==> src/rtl/pipe_pkg.sv <==
// Shared pipeline definitions: control bit positions, index width and the
// in-flight slot record used by the register-read scoreboard.
package pipe_pkg;

   localparam int CTRL_W        = 7;
   localparam int IDX_W         = 3;
   localparam int CTRL_REG_WE   = 0;
   localparam int CTRL_SRC1_RD  = 1;
   localparam int CTRL_SRC2_RD  = 2;
   localparam int DEFAULT_DEPTH = 3;

   typedef logic [IDX_W-1:0] idx_t;

   typedef struct packed {
      logic valid;
      logic we;
      idx_t idx;
   } slot_t;

endpackage

==> src/rtl/rr_scoreboard_if.sv <==
// Decode->RR instruction handshake plus the issue and write-back reports.
interface rr_scoreboard_if;
   import pipe_pkg::*;

   logic              valid_in;
   logic [CTRL_W-1:0] ctrl_in;
   idx_t              src1_idx;
   idx_t              src2_idx;
   logic              flush;
   logic              stall;
   logic              issue_valid;
   logic              issue_we;
   idx_t              issue_dst;
   logic              wb_valid;
   idx_t              wb_idx;

   modport master (
      output valid_in, ctrl_in, src1_idx, src2_idx, flush,
      input  stall, issue_valid, issue_we, issue_dst, wb_valid, wb_idx
   );

   modport slave (
      input  valid_in, ctrl_in, src1_idx, src2_idx, flush,
      output stall, issue_valid, issue_we, issue_dst, wb_valid, wb_idx
   );

endinterface

==> src/rtl/rr_hazard_cmp.sv <==
// Flags whether any in-flight slot is a pending writer of the given index.
module rr_hazard_cmp
   import pipe_pkg::*;
#(
   parameter int DEPTH = DEFAULT_DEPTH
) (
   input  slot_t [DEPTH-1:0] slots,
   input  idx_t              idx,
   output logic              hit
);

   // NOTE: hit gets its default before the loop so no path leaves it
   // unassigned, which is what keeps combinational logic free of latches.
   always_comb begin
      hit = 1'b0;
      for (int k = 0; k < DEPTH; k++) begin
         if (slots[k].valid && slots[k].we && (slots[k].idx == idx))
            hit = 1'b1;
      end
   end

endmodule

==> src/rtl/rr_scoreboard.sv <==
// Register-read hazard controller: stalls readers of destinations still in
// flight between EX and WB, with no bypass, and reports their write-back.
module rr_scoreboard
   import pipe_pkg::*;
#(
   parameter int DEPTH       = DEFAULT_DEPTH,
   parameter int STALL_CNT_W = 16
) (
   input  logic                   clk,
   input  logic                   rst,
   rr_scoreboard_if.slave         bus,
   output logic [2:0]             inflight,
   output logic [STALL_CNT_W-1:0] stall_cycles
);

   slot_t [DEPTH-1:0] slots;
   slot_t [DEPTH-1:0] slots_next;
   slot_t             slot_in;
   logic [2:0]        inflight_next;
   logic              hit1;
   logic              hit2;
   logic              hazard;
   logic              issue_valid;
   logic              unused_ctrl;

   assign unused_ctrl = ^bus.ctrl_in[CTRL_W-1:3];

   rr_hazard_cmp #(.DEPTH(DEPTH)) u_cmp_src1 (
      .slots (slots),
      .idx   (bus.src1_idx),
      .hit   (hit1)
   );

   rr_hazard_cmp #(.DEPTH(DEPTH)) u_cmp_src2 (
      .slots (slots),
      .idx   (bus.src2_idx),
      .hit   (hit2)
   );

   // Only slots are compared, so an instruction never hazards on its own dest.
   assign hazard = bus.valid_in &
                   ((bus.ctrl_in[CTRL_SRC1_RD] & hit1) |
                    (bus.ctrl_in[CTRL_SRC2_RD] & hit2));

   assign issue_valid     = bus.valid_in & ~hazard & ~bus.flush;
   assign bus.issue_valid = issue_valid;
   assign bus.issue_we    = issue_valid & bus.ctrl_in[CTRL_REG_WE];
   assign bus.issue_dst   = bus.src1_idx;
   assign bus.stall       = hazard & ~bus.flush;
   assign bus.wb_valid    = slots[DEPTH-1].valid & slots[DEPTH-1].we;
   assign bus.wb_idx      = slots[DEPTH-1].idx;

   // The pipe always advances; a stalled or flushed RR stage shifts in a bubble.
   always_comb begin
      slot_in       = '{valid: issue_valid, we: bus.issue_we, idx: bus.src1_idx};
      slots_next    = {slots[DEPTH-2:0], slot_in};
      inflight_next = '0;
      for (int k = 0; k < DEPTH; k++)
         inflight_next = inflight_next + {2'b00, slots_next[k].valid};
   end

   // NOTE: state uses non-blocking assignments, and every slot is reset so an
   // asynchronous reset clears pending writers and drops stall immediately.
   always_ff @(posedge clk or negedge rst) begin
      if (!rst) begin
         slots        <= '0;
         inflight     <= '0;
         stall_cycles <= '0;
      end else begin
         slots    <= slots_next;
         inflight <= inflight_next;
         if (bus.stall && (stall_cycles != '1))
            stall_cycles <= stall_cycles + 1'b1;
      end
   end

endmodule

==> src/flat_wrapper.sv <==
// flat-port wrapper written by rule: the top's interface ports become plain ports
module rr_scoreboard_flat import pipe_pkg::*;
#(
   parameter int DEPTH       = DEFAULT_DEPTH,
   parameter int STALL_CNT_W = 16
)
  (clk, rst, inflight, stall_cycles, bus_valid_in, bus_ctrl_in, bus_src1_idx, bus_src2_idx, bus_flush, bus_stall, bus_issue_valid, bus_issue_we, bus_issue_dst, bus_wb_valid, bus_wb_idx);
  rr_scoreboard_if bus_i ();
  input  logic clk;
  input  logic rst;
  output logic [2:0] inflight;
  output logic [STALL_CNT_W-1:0] stall_cycles;
  input wire logic [$bits(bus_i.valid_in)-1:0] bus_valid_in;
  input wire logic [$bits(bus_i.ctrl_in)-1:0] bus_ctrl_in;
  input wire logic [$bits(bus_i.src1_idx)-1:0] bus_src1_idx;
  input wire logic [$bits(bus_i.src2_idx)-1:0] bus_src2_idx;
  input wire logic [$bits(bus_i.flush)-1:0] bus_flush;
  output wire logic [$bits(bus_i.stall)-1:0] bus_stall;
  output wire logic [$bits(bus_i.issue_valid)-1:0] bus_issue_valid;
  output wire logic [$bits(bus_i.issue_we)-1:0] bus_issue_we;
  output wire logic [$bits(bus_i.issue_dst)-1:0] bus_issue_dst;
  output wire logic [$bits(bus_i.wb_valid)-1:0] bus_wb_valid;
  output wire logic [$bits(bus_i.wb_idx)-1:0] bus_wb_idx;
  assign bus_i.valid_in = bus_valid_in;
  assign bus_i.ctrl_in = bus_ctrl_in;
  assign bus_i.src1_idx = bus_src1_idx;
  assign bus_i.src2_idx = bus_src2_idx;
  assign bus_i.flush = bus_flush;
  assign bus_stall = bus_i.stall;
  assign bus_issue_valid = bus_i.issue_valid;
  assign bus_issue_we = bus_i.issue_we;
  assign bus_issue_dst = bus_i.issue_dst;
  assign bus_wb_valid = bus_i.wb_valid;
  assign bus_wb_idx = bus_i.wb_idx;
  rr_scoreboard #(.DEPTH(DEPTH), .STALL_CNT_W(STALL_CNT_W)) u_core (.clk(clk), .rst(rst), .bus(bus_i), .inflight(inflight), .stall_cycles(stall_cycles));
endmodule
==> config.mk <==
export PLATFORM = sky130hd
export DESIGN_NAME = rr_scoreboard_flat
export DESIGN_NICKNAME = d
export VERILOG_FILES = /design/src/rtl/pipe_pkg.sv /design/src/rtl/rr_scoreboard_if.sv /design/src/rtl/rr_hazard_cmp.sv /design/src/rtl/rr_scoreboard.sv /design/src/flat_wrapper.sv
export SDC_FILE = /design/constraint.sdc
export NUM_CORES = 1
export LEC_CHECK = 0
export CAP_MARGIN = 20
export CORE_AREA = 4 4 65 67
export CTS_CLUSTER_SIZE = 24
export DETAILED_ROUTE_END_ITERATION = 10
export DIE_AREA = 0 0 69 71
export PLACE_DENSITY = 0.79
export SYNTH_ARGS = -nofsm -noshare
export SYNTH_HDL_FRONTEND = slang
export SYNTH_SLANG_ARGS = --single-unit
==> constraint.sdc <==
create_clock -name clk -period 5.45 [get_ports clk]
set_input_delay 0.545 -clock clk [delete_from_list [all_inputs] [get_ports clk]]
set_output_delay 0.545 -clock clk [all_outputs]
set_load 0.05 [all_outputs]
# Word level (Yosys, flattened, before mapping)
# Index checks and enable logic that the tools add are counted.
[totals] ff_bits=34 input_bits=17 output_inout_bits=29 elab_cells=48
[classes] addsub=3 eq_ne=7 n_mux=6 bitwise=11 n_reduce_logical=10
[ops] operator="3-bit equality test" n=6
[ops] operator="16-bit by 1-bit adder with 16-bit output (second input constant)" n=1
[ops] operator="16-bit != test (second input constant)" n=1
[ops] operator="1-bit logical AND" n=10
[ops] operator="1-bit AND" n=8
[ops] operator="1-bit 2-to-1 mux" n=6
[ops] operator="3-bit by 1-bit adder with 3-bit output" n=1
[ops] operator="1-bit by 1-bit adder with 2-bit output" n=1
[ops] operator="1-bit inverter" n=2
[ops] operator="1-bit bitwise OR" n=1

# Longest topological paths before layout
[logic_depth] ltp_word=13 depth_mapped=8 mapped_depth_nobuf=8

# Modules after synthesis
# Synthesis repeated with hierarchy kept, for this count alone.
[unflattened] hier_cells=141 hier_area_um2=1674.1
[modules_own_cells] module="rr_scoreboard" n_inst=1 cells_each=111 area_per_inst_um2=1443.9 seq_area_each_um2=825.8
[modules_own_cells] module="rr_hazard_cmp" n_inst=2 cells_each=15 area_per_inst_um2=115.1 seq_area_each_um2=0.0

# Least setup slack after synthesis
# No wires, ideal clock.
[synth_timing] kind="input port to output port" startpoint="input port bus_src2_idx[2]" endpoint="output port bus_issue_we" t_arrival_ps=2705 t_required_ps=4905 setup_slack_ps=2200 stages=6 n_path_buf=0 cell_sequence="xor2_1 -> nor4_2 -> o31ai_2 -> nand2_1 -> nor2_1 -> and2_1"
[synth_between] elab_chain_len=12 elab_cells_between_ends=16 classes_between="3 x eq/ne; 3 x mux; 7 x bitwise; 3 x reduce/logical"
[synth_lines] element="from (decl)" line="flat_wrapper.sv:16" text="input wire logic [$bits(bus_i.src2_idx)-1:0] bus_src2_idx;"
[synth_lines] element="3-bit equality test" line="rr_hazard_cmp.sv:17" text="if (slots[k].valid && slots[k].we && (slots[k].idx == idx))"
[synth_lines] element="1-bit logical AND" line="rr_hazard_cmp.sv:17"
[synth_lines] element="1-bit 2-to-1 mux (2 in a row)" line="rr_hazard_cmp.sv:17"
[synth_lines] element="1-bit 2-to-1 mux *" line="rr_hazard_cmp.sv:17"
[synth_lines] element="1-bit AND *" line="rr_scoreboard.sv:43" text="(bus.ctrl_in[CTRL_SRC2_RD] & hit2));"
[synth_lines] element="1-bit bitwise OR *" line="rr_scoreboard.sv:42" text="((bus.ctrl_in[CTRL_SRC1_RD] & hit1) |"
[synth_lines] element="1-bit AND *" line="rr_scoreboard.sv:41" text="assign hazard = bus.valid_in &"
[synth_lines] element="1-bit inverter *" line="rr_scoreboard.sv:45" text="assign issue_valid = bus.valid_in & ~hazard & ~bus.flush;"
[synth_lines] element="1-bit AND * (2 in a row)" line="rr_scoreboard.sv:45"
[synth_lines] element="net bus_issue_valid" line="flat_wrapper.sv:19" text="output wire logic [$bits(bus_i.issue_valid)-1:0] bus_issue_valid;"
[synth_lines] element="1-bit AND *" line="rr_scoreboard.sv:47" text="assign bus.issue_we = issue_valid & bus.ctrl_in[CTRL_REG_WE];"
[synth_lines] element="to (decl)" line="flat_wrapper.sv:20" text="output wire logic [$bits(bus_i.issue_we)-1:0] bus_issue_we;"
# The timed path passes the listed nets; every way through them passes the cells marked *.

# Worst setup path in the final report
[layout_timing] startpoint="input port bus_src1_idx[1]" endpoint="output port bus_issue_we"
[layout_between] elab_chain_len=12 elab_cells_between_ends=16 classes_between="3 x eq/ne; 3 x mux; 7 x bitwise; 3 x reduce/logical"
[layout_lines] element="from (decl)" line="flat_wrapper.sv:15" text="input wire logic [$bits(bus_i.src1_idx)-1:0] bus_src1_idx;"
[layout_lines] element="3-bit equality test" line="rr_hazard_cmp.sv:17"
[layout_lines] element="1-bit logical AND" line="rr_hazard_cmp.sv:17"
[layout_lines] element="1-bit 2-to-1 mux (2 in a row)" line="rr_hazard_cmp.sv:17"
[layout_lines] element="1-bit 2-to-1 mux *" line="rr_hazard_cmp.sv:17"
[layout_lines] element="1-bit AND *" line="rr_scoreboard.sv:42"
[layout_lines] element="1-bit bitwise OR *" line="rr_scoreboard.sv:42"
[layout_lines] element="1-bit AND *" line="rr_scoreboard.sv:41"
[layout_lines] element="1-bit inverter *" line="rr_scoreboard.sv:45"
[layout_lines] element="1-bit AND * (2 in a row)" line="rr_scoreboard.sv:45"
[layout_lines] element="1-bit AND *" line="rr_scoreboard.sv:47"
# Mark *: on every way between the ends. The rest lies on a longest branch, timed or not.

==> impl.org <==
** Worst setup path
- Required arrival time at the worst endpoint :: 4910 ps
- Buf/Inv on CP :: 2
- WS Path Type :: input pin to output pin
- The cell that appears most often on the critical path is sky130_fd_sc_hd__clkdlybuf4s50_1.
- In this run the worst path has a maximum fanout of 5.
- The worst setup path is launched from an input pin.
- In this design, the stage delay of the slowest critical-path cell is 810 ps.
- CP arrival :: 3320 ps
- The worst setup path is captured at an output pin.
- Cell with the largest stage delay on the worst path :: sky130_fd_sc_hd__clkdlybuf4s50_1
- Kind of cell with the highest combined delay on the critical path :: buffers and inverters
- Traced cell by cell, the critical path runs through clkdlybuf4s50_1 -> xor2_1 -> nor4_2 -> o31ai_2 -> nand2_1 -> nor2_1 -> and2_1 -> clkdlybuf4s50_1.

** Timing
- Worst-case clock skew :: 4.14 ps
- Worst-case hold slack :: around 380 ps
- Final setup margin :: around 1600 ps
- The count of final max-slew check failures is 0.
- Measured slew at the worst slew-check pin :: 533 ps
- Count of final setup violators :: 0
- F_max :: 259 MHz
- Dividing the final minimum period by the clock period gives 0.710.
- Post-layout min period :: 3870 ps
- Number of failing hold endpoints at the final stage :: 0
- Summed over all failing endpoints, the final setup total negative slack is 0 ps.
- Slew HR :: 0.643
- Setup repair after global routing left no endpoint under its margin.

** Placed design
- Summed over all nets, the half-perimeter wirelength after detailed placement is 2320 um.
- Routability congestion estimate :: 0.764
- At the placement stage, the worst setup path has a slack of 1530 ps.
- Number of buffers inserted by port buffering :: 41
- In this run the cell area measured after placement is approximately 2100 sq um.

** Clock tree
- Gates resized during post-CTS repair numbered 0.
- After clock tree synthesis, the clock-pin slew on the worst setup and hold paths is roughly 70 ps.
- Buffers inserted during clock tree synthesis total 5.
- Setup bufs post-CTS :: 0
- The clock reaches the later pin of the worst-skew pair after 280 ps.
- Hold repair after CTS inserted 0 buffers.
- H-tree levels :: 2
- Clock tree synthesis found a total of 34 sinks.
- Maximum clock path buffer count :: 2
- Root buf cell :: sky130_fd_sc_hd__clkbuf_8
- CTS tree :: done

** Pwr
- In this run the power density over the cells is 254 nW/um^2.
- VDD sags by at most 0.158 mV.
- Total Power Consumption :: 566 uW
- For this design the static power due to leakage is 0.000924 uW.

** Synth
- Of the total synthesized cell area, the portion taken by XOR and XNOR cells is 0.164.
- Post-Syn Area :: 1700 sq um
- Synthesis handed over a netlist of 136 instances.
- Predominant post-synthesis flop cell :: sky130_fd_sc_hd__dfrtp_1
- Adder and majority cell fraction of the synthesized area :: 0.0411
- Mapped Avg Cell Area :: roughly 13 sq um
- Share of flip-flops with an asynchronous set or reset after synthesis :: 1.00
- Count of state elements after synthesis :: 34
- The number of nets in the synthesized netlist is 158.
- Of the total synthesized cell area, the portion taken by AND, OR, NAND and NOR gates is 0.198.
- YS warnings :: 0
- Compound-gate portion of the synthesized area :: 0.0499
- Share of synthesized area occupied by flip-flops and latches :: 0.499
- Measured against the total synthesized area, the mux share comes to 0.00661.
- In this run, distinct cell masters in the synthesized netlist total 29.
- Yosys mapped a number of flops with a built-in enable equal to 0.
- Main combinational cell family by area after synthesis :: simple AND/OR/NAND/NOR gates

** Detailed routing
- Detailed router's first-iteration violation count :: 21
- Once detail routing completed, the nets flagged for antenna violations numbered 0.
- Detailed-routing iteration count for the pre-antenna-repair pass :: 4
- The routed design has 3170 um of wire.
- Via density per instance :: 5.00
- Post-route DRC violation count :: 0
- Across all layers, the routed design uses 1130 vias.
- Dividing the detail-routed wire length by the instance count gives 14.0 um.

** Floorplan
- Ports placed on the boundary :: 46
- Die Area :: 4900 sq um
- Width of the die :: 69 um
- The floorplan has 22 rows.
- Vert. Die Dim :: 71 um
- The total area inside the core boundary comes to ~3600 sq um.
- Initial Utilization :: 0.469

** Global route
- The first global-routing pass estimated 5580 um of wire.
- Largest net degree at the start of global routing :: 35
- Antenna violations before repair :: 0
- Via count of the first global-routing pass :: 1159
- In the global route stage, overall resource usage came out at 0.143.
- For this run the aggregate overflow at the end of global routing stands at 0.

** Layout
- Share of final-layout standard cells stronger than drive strength 1 :: 0.152
- Number of nets in the layout :: 199
- Compared with the post-synthesis result, the final layout area differs by 30.8%.
- Once layout is done, the placed cells without fillers occupy around 2200 sq um.
- Fill cells in the final layout number 306.
- The repair_antennas step left the layout with diodes totalling 0.

** Run
- Max-cap violations in this run came to 0.

** Outcome
- The run finished with clean final reports.

** Min path
- The worst hold path belongs to the class register to register.
-- logic make-up (layout without fill, tap and decap cells) --
kind of cell | count (synthesis) | in the layout
buffers and inverters | 10 | 52
xor gates and xnor gates | 32 | 32
DFF | 34 | 34
muxes | 1 | 1
adders and majority gates | 5 | 5
AOI/OAI and AO/OA | 6 | 6
and+or+nand+nor | 48 | 48
-- per-stage QoR --
step                instances   util
detailed placement        218  0.584
finish                    226  0.614
global route              226  0.614
CTS                       226  0.614
floorplan                 136      -
global placement          218  0.584
-- worst paths after layout --
check	start	to	slack, ps	cells after the start
hold / removal	u_core.slots[3]	u_core.slots[8]	380	0
hold reg to reg	u_core.slots[3]	u_core.slots[8]	380	0
setup / recovery	bus_src1_idx[1]	bus_issue_we	1580	8
min in group asynchronous	rst	u_core.inflight[2]	670	2
setup reg to reg	u_core.slots[7]	u_core.inflight[2]	3090	8
max in group asynchronous	rst	u_core.stall_cycles[15]	4470	2
-- metal layers --
metal / track usage / routed length (um)
met1: 0.180 / 1460
met2: 0.220 / 1470
met3: 0.0668 / 185
met4: 0.0412 / 55
met5: 0 / 0
-- cell usage after synthesis, types with 2 or more instances --
library cell | number | area share
sky130_fd_sc_hd__o31ai_2 | 2 | 0.015
sky130_fd_sc_hd__nand2_1 | 9 | 0.020
sky130_fd_sc_hd__and3_1 | 5 | 0.018
sky130_fd_sc_hd__ha_1 | 4 | 0.029
sky130_fd_sc_hd__nor4_1 | 2 | 0.0073
sky130_fd_sc_hd__nand4_1 | 4 | 0.015
sky130_fd_sc_hd__xor2_1 | 19 | 0.098
sky130_fd_sc_hd__nor2_1 | 4 | 0.0088
sky130_fd_sc_hd__dfrtp_1 | 34 | 0.50
sky130_fd_sc_hd__inv_1 | 2 | 0.0044
sky130_fd_sc_hd__nand4_2 | 5 | 0.037
sky130_fd_sc_hd__xnor2_1 | 13 | 0.067
sky130_fd_sc_hd__and2_1 | 3 | 0.011
sky130_fd_sc_hd__nor4_2 | 4 | 0.029
sky130_fd_sc_hd__buf_4 | 6 | 0.026
sky130_fd_sc_hd__nand3_1 | 4 | 0.012
sky130_fd_sc_hd__nand3_2 | 4 | 0.023
-- flip-flops by register name, summed over array words and instances, names as in the netlist --
register / flops
u_core.bus.wb_idx: 3
u_core.inflight: 3
u_core.slots: 12
u_core.stall_cycles: 16
-- layout make-up --
class / instances / area (sq um) / area share
inverters: 2 / 7.51 / 0.00337
clock inverters: 3 / 40.0 / 0.0180
repair buffers: 42 / 418 / 0.187
multi-input cells: 92 / 785 / 0.352
clock buffers: 5 / 68.8 / 0.0309
flip-flops and latches: 34 / 851 / 0.382
well taps: 48 / 60.1 / 0.0269
-- power by group --
group	internal [uW]	total [uW]	leakage [uW]	switching (uW)
Sequential	261	270	0.000446	8.12
Clock	134	223	0.0000579	88.3
Combinational	27.7	73.7	0.000420	45.9
-- cell usage in the layout (no fill, tap or decap), types with 4 or more instances in the layout --
cell,instances
sky130_fd_sc_hd__nand3_2,4
sky130_fd_sc_hd__nand4_1,4
sky130_fd_sc_hd__and3_1,5
sky130_fd_sc_hd__dfrtp_1,34
sky130_fd_sc_hd__nor2_1,4
sky130_fd_sc_hd__clkdlybuf4s50_1,41
sky130_fd_sc_hd__clkbuf_8,5
sky130_fd_sc_hd__ha_1,4
sky130_fd_sc_hd__nand3_1,4
sky130_fd_sc_hd__xnor2_1,13
sky130_fd_sc_hd__nor4_2,4
sky130_fd_sc_hd__nand4_2,5
sky130_fd_sc_hd__xor2_1,19
sky130_fd_sc_hd__nand2_1,9
(Power assumes the default switching activity.)
